==> config.mk <==
export PLATFORM = sky130hd
export DESIGN_NAME = bcd_press_counter
export DESIGN_NICKNAME = d
export VERILOG_FILES = /design/src/rtl/bcd_press_counter.sv
export SDC_FILE = /design/constraint.sdc
export NUM_CORES = 1
export LEC_CHECK = 0
export ABC_AREA = 1
export CORE_ASPECT_RATIO = 1.2
export CORE_MARGIN = 2
export CORE_UTILIZATION = 53
export DETAILED_ROUTE_END_ITERATION = 16
export PLACE_DENSITY_LB_ADDON = 0.2
export SYNTH_ARGS = -nofsm -noshare
export SYNTH_HDL_FRONTEND = slang
export SYNTH_SLANG_ARGS = --single-unit
==> constraint.sdc <==
create_clock -name clk -period 2.4 [get_ports clk]
set_clock_uncertainty 0.2 [all_clocks]
set_input_delay 0.6 -clock clk [delete_from_list [all_inputs] [get_ports clk]]
set_output_delay 0.6 -clock clk [all_outputs]
set_load 0.02 [all_outputs]
==> src/rtl/bcd_press_counter.sv <==
// Debounced push-button event counter with an NDIGITS-digit BCD output.
// Define SATURATE_EN to make the count saturate at its limits instead of wrapping.
module bcd_press_counter #(
    parameter int NDIGITS = 4
) (
    input  logic                   clk,
    input  logic                   rst,
    input  logic                   inc,
    input  logic                   dec,
    input  logic                   clear,
    output logic [4*NDIGITS-1:0]   bcd_count,
    output logic                   ovf,
    output logic                   unf
);

    logic                 inc_q;
    logic                 dec_q;
    logic                 inc_e;
    logic                 dec_e;
    logic [4*NDIGITS-1:0] inc_next;
    logic [4*NDIGITS-1:0] dec_next;
    logic                 all_nine;
    logic                 all_zero;
    logic                 carry;
    logic                 borrow;
    logic [3:0]           d_inc;
    logic [3:0]           d_dec;

    assign inc_e = inc & ~inc_q;
    assign dec_e = dec & ~dec_q;

    // Ripple carry/borrow across all digits in one cycle; illegal digits become 0.
    always_comb begin
        inc_next = '0;
        dec_next = '0;
        carry    = 1'b1;
        borrow   = 1'b1;
        d_inc    = 4'd0;
        d_dec    = 4'd0;
        for (int k = 0; k < NDIGITS; k++) begin
            d_inc = bcd_count[4*k +: 4];
            if (d_inc > 4'd9)
                inc_next[4*k +: 4] = 4'd0;
            else if (carry)
                inc_next[4*k +: 4] = (d_inc == 4'd9) ? 4'd0 : d_inc + 4'd1;
            else
                inc_next[4*k +: 4] = d_inc;
            carry = carry & (d_inc == 4'd9);

            d_dec = bcd_count[4*k +: 4];
            if (d_dec > 4'd9)
                dec_next[4*k +: 4] = 4'd0;
            else if (borrow)
                dec_next[4*k +: 4] = (d_dec == 4'd0) ? 4'd9 : d_dec - 4'd1;
            else
                dec_next[4*k +: 4] = d_dec;
            borrow = borrow & (d_dec == 4'd0);
        end
        all_nine = carry;
        all_zero = borrow;
    end

    always_ff @(posedge clk or posedge rst) begin
        if (rst) begin
            bcd_count <= '0;
            ovf       <= 1'b0;
            unf       <= 1'b0;
            inc_q     <= 1'b0;
            dec_q     <= 1'b0;
        end else begin
            inc_q <= inc;
            dec_q <= dec;
            ovf   <= 1'b0;
            unf   <= 1'b0;
            if (clear) begin
                bcd_count <= '0;
            end else if (inc_e && dec_e) begin
                bcd_count <= bcd_count;
            end else if (inc_e) begin
                ovf <= all_nine;
`ifdef SATURATE_EN
                if (!all_nine)
                    bcd_count <= inc_next;
`else
                bcd_count <= inc_next;
`endif
            end else if (dec_e) begin
                unf <= all_zero;
`ifdef SATURATE_EN
                if (!all_zero)
                    bcd_count <= dec_next;
`else
                bcd_count <= dec_next;
`endif
            end
        end
    end

endmodule

==> run_results.csv, run 1 <==
group,metric,value,unit
logic_synthesis,synth_simple_gate_area_frac,0.455,
power,peakVddDrop,0.656,mV
placement,numPortBuffers,22,
global_route,track_usage,0.226,
setup_path,cp-end-kind,"output port",
global_route,grt_overflow_total,0,
cells_and_area,n_antenna_cell,0,
die,row_count,21,
logic_synthesis,synth_xor_area_frac,0.0117,
logic_synthesis,synth_area_per_cell,6.55,um2
setup_path,regToRegSetupSlack,710,ps
timing,relSlewSlack,0.775,
clock_tree,cts_resized,0,
timing,hold_viol,0,
global_route,grt_pass1_wl,5.77,mm
min_path,hp-class,"reg -> reg",
clock_tree,htree_levels,1,
clock_tree,cts_setup_buffers,0,
die,ios,23,
logic_synthesis,muxShareOfSynthArea,0,
clock_tree,cts.path.max_buffers,2,
clock_tree,cts_tree,"built",
global_route,grt_most_used_layer,"met2",
die,die_area,3260,um2
clock_tree,hold_buffers,0,
cells_and_area,layout-drive-gt1-share,0.132,
power,switching_share,0.490,
power,pwr-share-comb,0.567,
route,vias,1522,
power,clkPwrFrac,0.109,
timing,fmax,0.439,GHz
route,drt-total-wl,3.38,mm
logic_synthesis,yosysSeqAreaShare,0.335,
setup_path,critical_path.max_fanout,8,
logic_synthesis,synth_top_family_by_area,"simple AND/OR/NAND/NOR gates",
status,status,"finished, final reports clean",
global_route,grt_max_degree,21,
logic_synthesis,yosys_register_bits,20,
logic_synthesis,synth_area,1490,um2
logic_synthesis,synthCells,228,
timing,period_share,0.949,
timing,tightest_slew,335,ps
route,via_per_inst,5.21,
setup_path,rr_startpoint,"bcd_count[2]$_DFFE_PP0P_",
route,ant_nets,0,
setup_path,critPathRequiredTime,1600,ps
global_route,use_met2,0.373,
placement,gp_congestion,0.884,
clock_tree,clock_sinks,20,
clock_tree,cts_root_buf,"clkbuf_4",
power,internal-power,0.000935,W
logic_synthesis,synthAdderAreaFrac,0,
timing,setup_violations,0,
die,design.core.area,2730,um2
setup_path,critPathMaxStageDelay,670,ps
setup_path,crit_chain,"clkdlybuf4s50_1",
placement,dp_hpwl,2.59,mm
setup_path,crit_slowest_cell,"clkdlybuf4s50_1",
setup_path,arrival,1480,ps
setup_path,reg2reg_to,"bcd_count[12]$_DFFE_PP0P_",
min_path,min_to,"bcd_count[8]$_DFFE_PP0P_",
clock_tree,cts_inserted_buffers,3,
logic_synthesis,synth_compound_area_frac,0.105,
die,start_util,0.547,
setup_path,crit_buf_inv,1,
clock_tree,path_clk_slew,120,ps
global_route,met3_usage,0.0216,
global_route,antenna_found_initial,0,
setup_path,cp_top_family,"buffers and inverters",
power,p_total,0.00183,W
min_path,worstHoldStart,"bcd_count[8]$_DFFE_PP0P_",
power,p_seq_frac,0.324,
global_route,grt_pass1_vias,1375,
route,wl_per_cell,11.6,um
logic_synthesis,synth_cell_types,25,
logic_synthesis,synth_top_area_share,0.335,
route,firstDrtPassIters,5,
setup_path,critical_path_class,"reg -> out",
logic_synthesis,synth.area.top_cells,"dfrtp_1 34%, nand2_1 20%, nand3_1 6.7%",
timing,fin_crit,2280,ps
setup_path,ff2ff_path_depth,8,
setup_path,start_kind,"flop",
power,power.leakage,0.919,nW
timing,tns,0,ps
placement,dp_slack,105,ps
logic_synthesis,syn_nets,233,
job,cap_violations,0,
route,drt_iter0_drc,38,
die,dieWidth,52.5,um
timing,slew_viol_final,0,
route,drc_errors,0,
global_route,use_met1,0.306,
power,p_sw,0.000898,W
logic_synthesis,ys_warn_count,0,
power,p_per_area,1010,nW/um2
cells_and_area,area_growth,21.8,%
timing,grt_setup_unrepaired,"false",
cells_and_area,num-nets-final,264,
timing,layout_setup_ws,123,ps
logic_synthesis,post-synth-top-area-cell,"dfrtp_1",
die,die_h,62.2,um
clock_tree,clock_latency,300,ps
min_path,hold_path_depth,2,
cells_and_area,utilization,0.666,
## sequential cells by signal, summed over array words and instances (netlist names)
register and flops:
inc_q 1, unf 1, ovf 1, bcd_count 16, dec_q 1
## per-layer routing
metal | vias to the layer above | share of wire
li1 | 797 | -
met1 | 681 | 0.45
met2 | 40 | 0.49
met3 | 4 | 0.043
met4 | 0 | 0.011
met5 | - | 0
## cell type report
cell class              count  area [um2]
clock buffers               4        36.3
fillers                   261         913
multi-input cells         176         853
well taps                  34        42.5
repair buffers             29         273
flip-flops and latches     20         500
inverters                  29         114
## synthesized netlist by cell type
library cell  count
nand2_1          78
inv_1            25
dfrtp_1          20
nand3_1          20
nor2_1           18
o21ai_0          12
a21oi_1           7
nand4_1           7
o21ai_1           6
nor2_2            5
nand2_2           4
inv_2             3
nand2_4           3
nand3_2           3
nor2_4            3
nor3_1            3
buf_4             2
xor2_1            2
buf_6             1
clkinv_4          1
nor4_1            1
o211ai_1          1
o21ai_2           1
o22ai_1           1
o2bb2ai_1         1
## stage by stage
stage	area (um2)	cells	hold slack [ps]
2_1_floorplan	1490	228	363
3_3_place_gp	1780	288	366
3_5_place_dp	1780	288	371
4_1_cts	1820	292	401
5_1_grt	1820	292	437
6_report	1820	292	400
## power by group through the flow
stage                     combinational [W]  sequential [W]  clock, W
final                               0.00104        0.000593  0.000200
after global routing                0.00116        0.000612  0.000224
after CTS                           0.00104        0.000591  0.000207
after detailed placement            0.00104        0.000597         0
after global placement              0.00103        0.000598         0
after floorplan                    0.000615        0.000675         0
## worst max path at each step
stage                              start                         to  slack (ps)  cells past startpoint
3_5_place_dp                         inc  bcd_count[10]$_DFFE_PP0P_         100                      9
3_3_place_gp                         inc   bcd_count[9]$_DFFE_PP0P_         130                     10
2_1_floorplan                        inc   bcd_count[6]$_DFFE_PP0P_         760                     10
5_1_grt        bcd_count[14]$_DFFE_PP0P_              bcd_count[14]          60                      1
4_1_cts        bcd_count[14]$_DFFE_PP0P_              bcd_count[14]         120                      1
6_report       bcd_count[14]$_DFFE_PP0P_              bcd_count[14]         120                      1
## tightest hold or removal path: cells and delay by family (launching register included)
family        cells  cell delay [ps]
simple gates      2              110
flops             1              460
## cells by family after synthesis
kind of cell,after synthesis
compound gates,29
xor+xnor,2
buf+inv,32
simple gates,145
flops,20
## cells in the final DEF, fill, tap and decap left out, drive strengths merged
cell type	instances
nor4	1
clkinv	1
nor3	3
nand2	85
xor2	2
o2bb2ai	1
nand4	7
o22ai	1
nand3	23
nor2	26
a21oi	7
clkdlybuf4s50	22
o211ai	1
clkbuf	4
inv	28
o21ai	19
buf	7
dfrtp	20
Note: power is estimated with default switching activity, not from simulation.
==> inputs of run 2 (changes only) <==
--- a/config.mk
+++ b/config.mk
@@ -10,4 +10,5 @@
 export CORE_MARGIN = 2
 export CORE_UTILIZATION = 53
+export CTS_BUF_LIST = sky130_fd_sc_hd__clkbuf_8
 export DETAILED_ROUTE_END_ITERATION = 16
 export PLACE_DENSITY_LB_ADDON = 0.2
==> constraint.sdc (replaced) <==
create_clock -name clk -period 2.4 [get_ports clk]
set_clock_uncertainty 0.2 [all_clocks]
set_input_delay 0.48 -clock clk [delete_from_list [all_inputs] [get_ports clk]]
set_output_delay 0.48 -clock clk [all_outputs]
set_load 0.02 [all_outputs]
==> run_results.csv, run 2 (same netlist as run 1, synthesis figures left out) <==
group,metric,value,unit
timing,relSlewSlack,0.777,
route,drt-total-wl,3.28,mm
die,start_util,0.547,
timing,fmax,0.481,GHz
setup_path,cp-end-kind,"output port",
die,die_area,3260,um2
cells_and_area,final_common_cell,"nand2_1",
route,drc_errors,0,
clock_tree,cts_resized,0,
cells_and_area,layout-drive-gt1-share,0.128,
clock_tree,path_clk_slew,70,ps
timing,hold_slack,343,ps
cells_and_area,num-nets-final,264,
die,dieWidth,52.5,um
timing,tightest_slew,332,ps
timing,fin_crit,2080,ps
setup_path,crit_buf_inv,1,
cells_and_area,utilization,0.668,
cells_and_area,multi_input_area,853,um2
timing,setup_violations,0,
clock_tree,htree_levels,1,
clock_tree,hold_buffers,0,
timing,tns,0,ps
global_route,track_usage,0.221,
setup_path,reg2reg_to,"bcd_count[15]$_DFFE_PP0P_",
min_path,hp-class,"in -> async",
route,firstDrtPassIters,4,
setup_path,critPathMaxStageDelay,650,ps
die,ios,23,
route,drt_iter0_drc,41,
status,status,"finished, final reports clean",
cells_and_area,n_antenna_cell,0,
setup_path,critical_path_class,"reg -> out",
power,power.leakage,0.919,nW
placement,numPortBuffers,22,
clock_tree,clock_sinks,20,
setup_path,critPathRequiredTime,1720,ps
clock_tree,cts_setup_buffers,0,
die,design.core.area,2730,um2
cells_and_area,top_register,"bcd_count",
route,wl_per_cell,11.3,um
global_route,grt_max_degree,21,
setup_path,crit_chain,"clkdlybuf4s50_1",
clock_tree,cts_root_buf,"clkbuf_8",
power,peakVddDrop,0.608,mV
route,vias,1500,
cells_and_area,area_growth,22.1,%
cells_and_area,layout_common_cells,"78 x nand2_1, 25 x inv_1, 22 x clkdlybuf4s50_1",
setup_path,critical_path.max_fanout,9,
setup_path,ff2ff_path_depth,8,
route,via_per_inst,5.15,
setup_path,cp_top_family,"buffers and inverters",
setup_path,arrival,1400,ps
cells_and_area,seq_area,500,um2
clock_tree,clock_latency,260,ps
placement,place_inst,288,
global_route,grt_pass1_wl,5.75,mm
setup_path,rr_startpoint,"bcd_count[8]$_DFFE_PP0P_",
setup_path,regToRegSetupSlack,730,ps
timing,grt_setup_unrepaired,"false",
placement,gp_congestion,0.903,
global_route,antenna_found_initial,0,
setup_path,path_depth,1,
timing,slew_viol_final,0,
power,p_per_area,1010,nW/um2
die,row_count,21,
clock_tree,cts.path.max_buffers,2,
cells_and_area,nFillCells,273,
timing,hold_viol,0,
cells_and_area,finalNonFillerCells,291,
job,cap_violations,0,
timing,period_share,0.866,
global_route,grt_pass1_vias,1406,
global_route,grt_overflow_total,0,
die,die_h,62.2,um
placement,dp_hpwl,2.52,mm
setup_path,start_kind,"flop",
cells_and_area,largest_reg_flops,16,
setup_path,crit_slowest_cell,"clkdlybuf4s50_1",
clock_tree,cts_inserted_buffers,3,
clock_tree,cts_tree,"built",
route,ant_nets,0,
==> run 2: changes by cell type in the layout (fill, tap and decap cells not counted) <==
cell,change
clkbuf_8,+2
clkbuf_4,-3
==> run 2: area by class of cell <==
type                            instances  area share
Clock buffer                            3      0.0226
Multi-Input combinational cell        176       0.468
Sequential cell                        20       0.274
Tap cell                               34      0.0233
Inverter                               29      0.0624
Timing Repair Buffer                   29       0.150
==> run 2: worst max path at each step <==
stage                                         start                         to  slack, ps
after global routing      bcd_count[15]$_DFFE_PP0P_              bcd_count[15]        270
after floorplan            bcd_count[4]$_DFFE_PP0P_  bcd_count[15]$_DFFE_PP0P_        810
after detailed placement                        inc   bcd_count[8]$_DFFE_PP0P_        240
final                     bcd_count[15]$_DFFE_PP0P_              bcd_count[15]        320
after CTS                 bcd_count[14]$_DFFE_PP0P_              bcd_count[14]        330
after global placement                          inc  bcd_count[10]$_DFFE_PP0P_        260
==> run 2: routing by layer <==
metal	part of all wire	vias up	GRT usage
li1	-	791	-
met1	0.47	667	0.297
met2	0.47	35	0.353
met3	0.047	7	0.0240
met4	0.020	0	0.0962
met5	0	-	0
==> run 2: power by group <==
| part | internal (W) | switching [W] | leakage [nW] |
|---|---|---|---|
| combinational | 0.000414 | 0.000623 | 0.637 |
| sequential | 0.000429 | 0.000159 | 0.261 |
| clock | 0.000112 | 0.000112 | 0.0216 |
| total | 0.000955 | 0.000894 | 0.919 |
==> run 2: metrics by stage <==
stage | area, um2 | worst slack (ps) | total power (W)
2_1_floorplan | 1490 | 811 | 0.00129
3_3_place_gp | 1780 | 262 | 0.00163
3_5_place_dp | 1780 | 239 | 0.00163
4_1_cts | 1820 | 325 | 0.00186
5_1_grt | 1820 | 269 | 0.00202
6_report | 1820 | 322 | 0.00185
==> inputs of run 3 (changes only) <==
CORE_MARGIN = 5   (was 2)
CORE_UTILIZATION = 60   (was 53)
==> run_results.csv, run 3 (same netlist as run 1, synthesis figures left out) <==
group,metric,value,unit
status,status,"finished, final reports clean",
route,drt-total-wl,3.49,mm
setup_path,rr_startpoint,"bcd_count[2]$_DFFE_PP0P_",
timing,fin_crit,2090,ps
clock_tree,cts.path.max_buffers,2,
clock_tree,hold_buffers,0,
cells_and_area,layout_common_cells,"78 x nand2_1, 25 x inv_1, 22 x clkdlybuf4s50_1",
timing,slew_viol_final,0,
die,design.core.area,2330,um2
power,p_total,0.00189,W
global_route,grt_overflow_total,0,
clock_tree,cts_tree,"built",
route,firstDrtPassIters,4,
placement,gp_congestion,0.894,
cells_and_area,top_register,"bcd_count",
timing,period_share,0.870,
route,vias,1535,
setup_path,crit_buf_inv,1,
job,cap_violations,0,
route,drt_iter0_drc,63,
setup_path,crit_slowest_cell,"clkdlybuf4s50_1",
cells_and_area,n_antenna_cell,0,
clock_tree,cts_root_buf,"clkbuf_8",
clock_tree,cts_setup_buffers,0,
power,peakVddDrop,0.750,mV
global_route,antenna_found_initial,0,
cells_and_area,largest_reg_flops,16,
route,met3_length,106,um
clock_tree,htree_levels,1,
global_route,track_usage,0.211,
timing,hold_viol,0,
placement,dp_hpwl,2.71,mm
setup_path,cp_top_family,"buffers and inverters",
die,start_util,0.641,
timing,setup_violations,0,
global_route,grt_max_degree,21,
setup_path,critPathRequiredTime,1720,ps
timing,relSlewSlack,0.771,
route,drc_errors,0,
setup_path,reg2reg_to,"bcd_count[0]$_DFFE_PP0P_",
placement,numPortBuffers,22,
setup_path,critical_path.max_fanout,9,
route,met2WireLength,1.82,mm
timing,grt_setup_unrepaired,"false",
clock_tree,path_clk_slew,80,ps
setup_path,critical_path_class,"reg -> out",
route,top_layer,"met4",
setup_path,crit_chain,"clkdlybuf4s50_1",
route,wl_per_cell,12.1,um
clock_tree,cts_inserted_buffers,3,
global_route,grt_pass1_vias,1473,
clock_tree,clock_latency,260,ps
die,ios,23,
cells_and_area,area_growth,21.8,%
cells_and_area,finalNonFillerCells,287,
route,wl_met1,1.50,mm
timing,tns,0,ps
setup_path,path_depth,1,
route,via_per_inst,5.35,
clock_tree,cts_resized,0,
die,row_count,19,
cells_and_area,layout-drive-gt1-share,0.125,
route,ant_nets,0,
setup_path,cp-end-kind,"output port",
setup_path,regToRegSetupSlack,650,ps
setup_path,start_kind,"flop",
cells_and_area,final_common_cell,"nand2_1",
timing,tightest_slew,341,ps
clock_tree,clock_sinks,20,
die,dieWidth,55.6,um
timing,fmax,0.479,GHz
power,power.leakage,0.917,nW
die,die_area,3590,um2
die,die_h,64.7,um
global_route,grt_pass1_wl,6.20,mm
power,p_per_area,1040,nW/um2
setup_path,critPathMaxStageDelay,670,ps
min_path,hp-class,"in -> async",
setup_path,arrival,1410,ps
placement,place_inst,283,
cells_and_area,num-nets-final,262,
setup_path,ff2ff_path_depth,7,
## run 3: changes by cell type in the layout (fill, tap and decap cells not counted)
cell and delta:
buf_4 -2, clkbuf_8 +1
## run 3: metal layers
layer  GRT usage  vias to the layer above
met4       0.103                        0
met3      0.0417                        9
met5           0                        -
met2       0.382                       30
li1            -                      793
met1       0.235                      703
## run 3: cell type report
cell class | instances | area, um2
fill | 185 | 510
sequential | 20 | 500
multi-input combinational | 176 | 853
inverter | 29 | 114
timing repair buffer | 27 | 258
clock buffer | 4 | 55.1
tap | 31 | 38.8
## run 3: worst max-delay path by stage
| stage | startpoint | to | slack (ps) |
|---|---|---|---|
| final | bcd_count[15]$_DFFE_PP0P_ | bcd_count[15] | 310 |
| after detailed placement | clear | bcd_count[11]$_DFFE_PP0P_ | 170 |
| after floorplan | bcd_count[4]$_DFFE_PP0P_ | bcd_count[15]$_DFFE_PP0P_ | 810 |
| after CTS | bcd_count[15]$_DFFE_PP0P_ | bcd_count[15] | 300 |
| after global placement | inc | bcd_count[15]$_DFFE_PP0P_ | 240 |
| after global routing | bcd_count[15]$_DFFE_PP0P_ | bcd_count[15] | 230 |
## run 3: per-stage QoR
step | util | worst slack (ps) | hold slack [ps] | instance area (um2)
floorplan | - | 811 | 244 | 1490
detailed placement | 0.757 | 169 | 362 | 1760
finish | 0.781 | 313 | 342 | 1820
global placement | 0.757 | 237 | 351 | 1760
global route | 0.781 | 233 | 402 | 1820
CTS | 0.781 | 302 | 347 | 1820
## run 3: power by group
group	switching [W]	internal [W]	leakage (nW)
Sequential	0.000162	0.000429	0.261
Combinational	0.000634	0.000411	0.627
Clock	0.000111	0.000146	0.0288
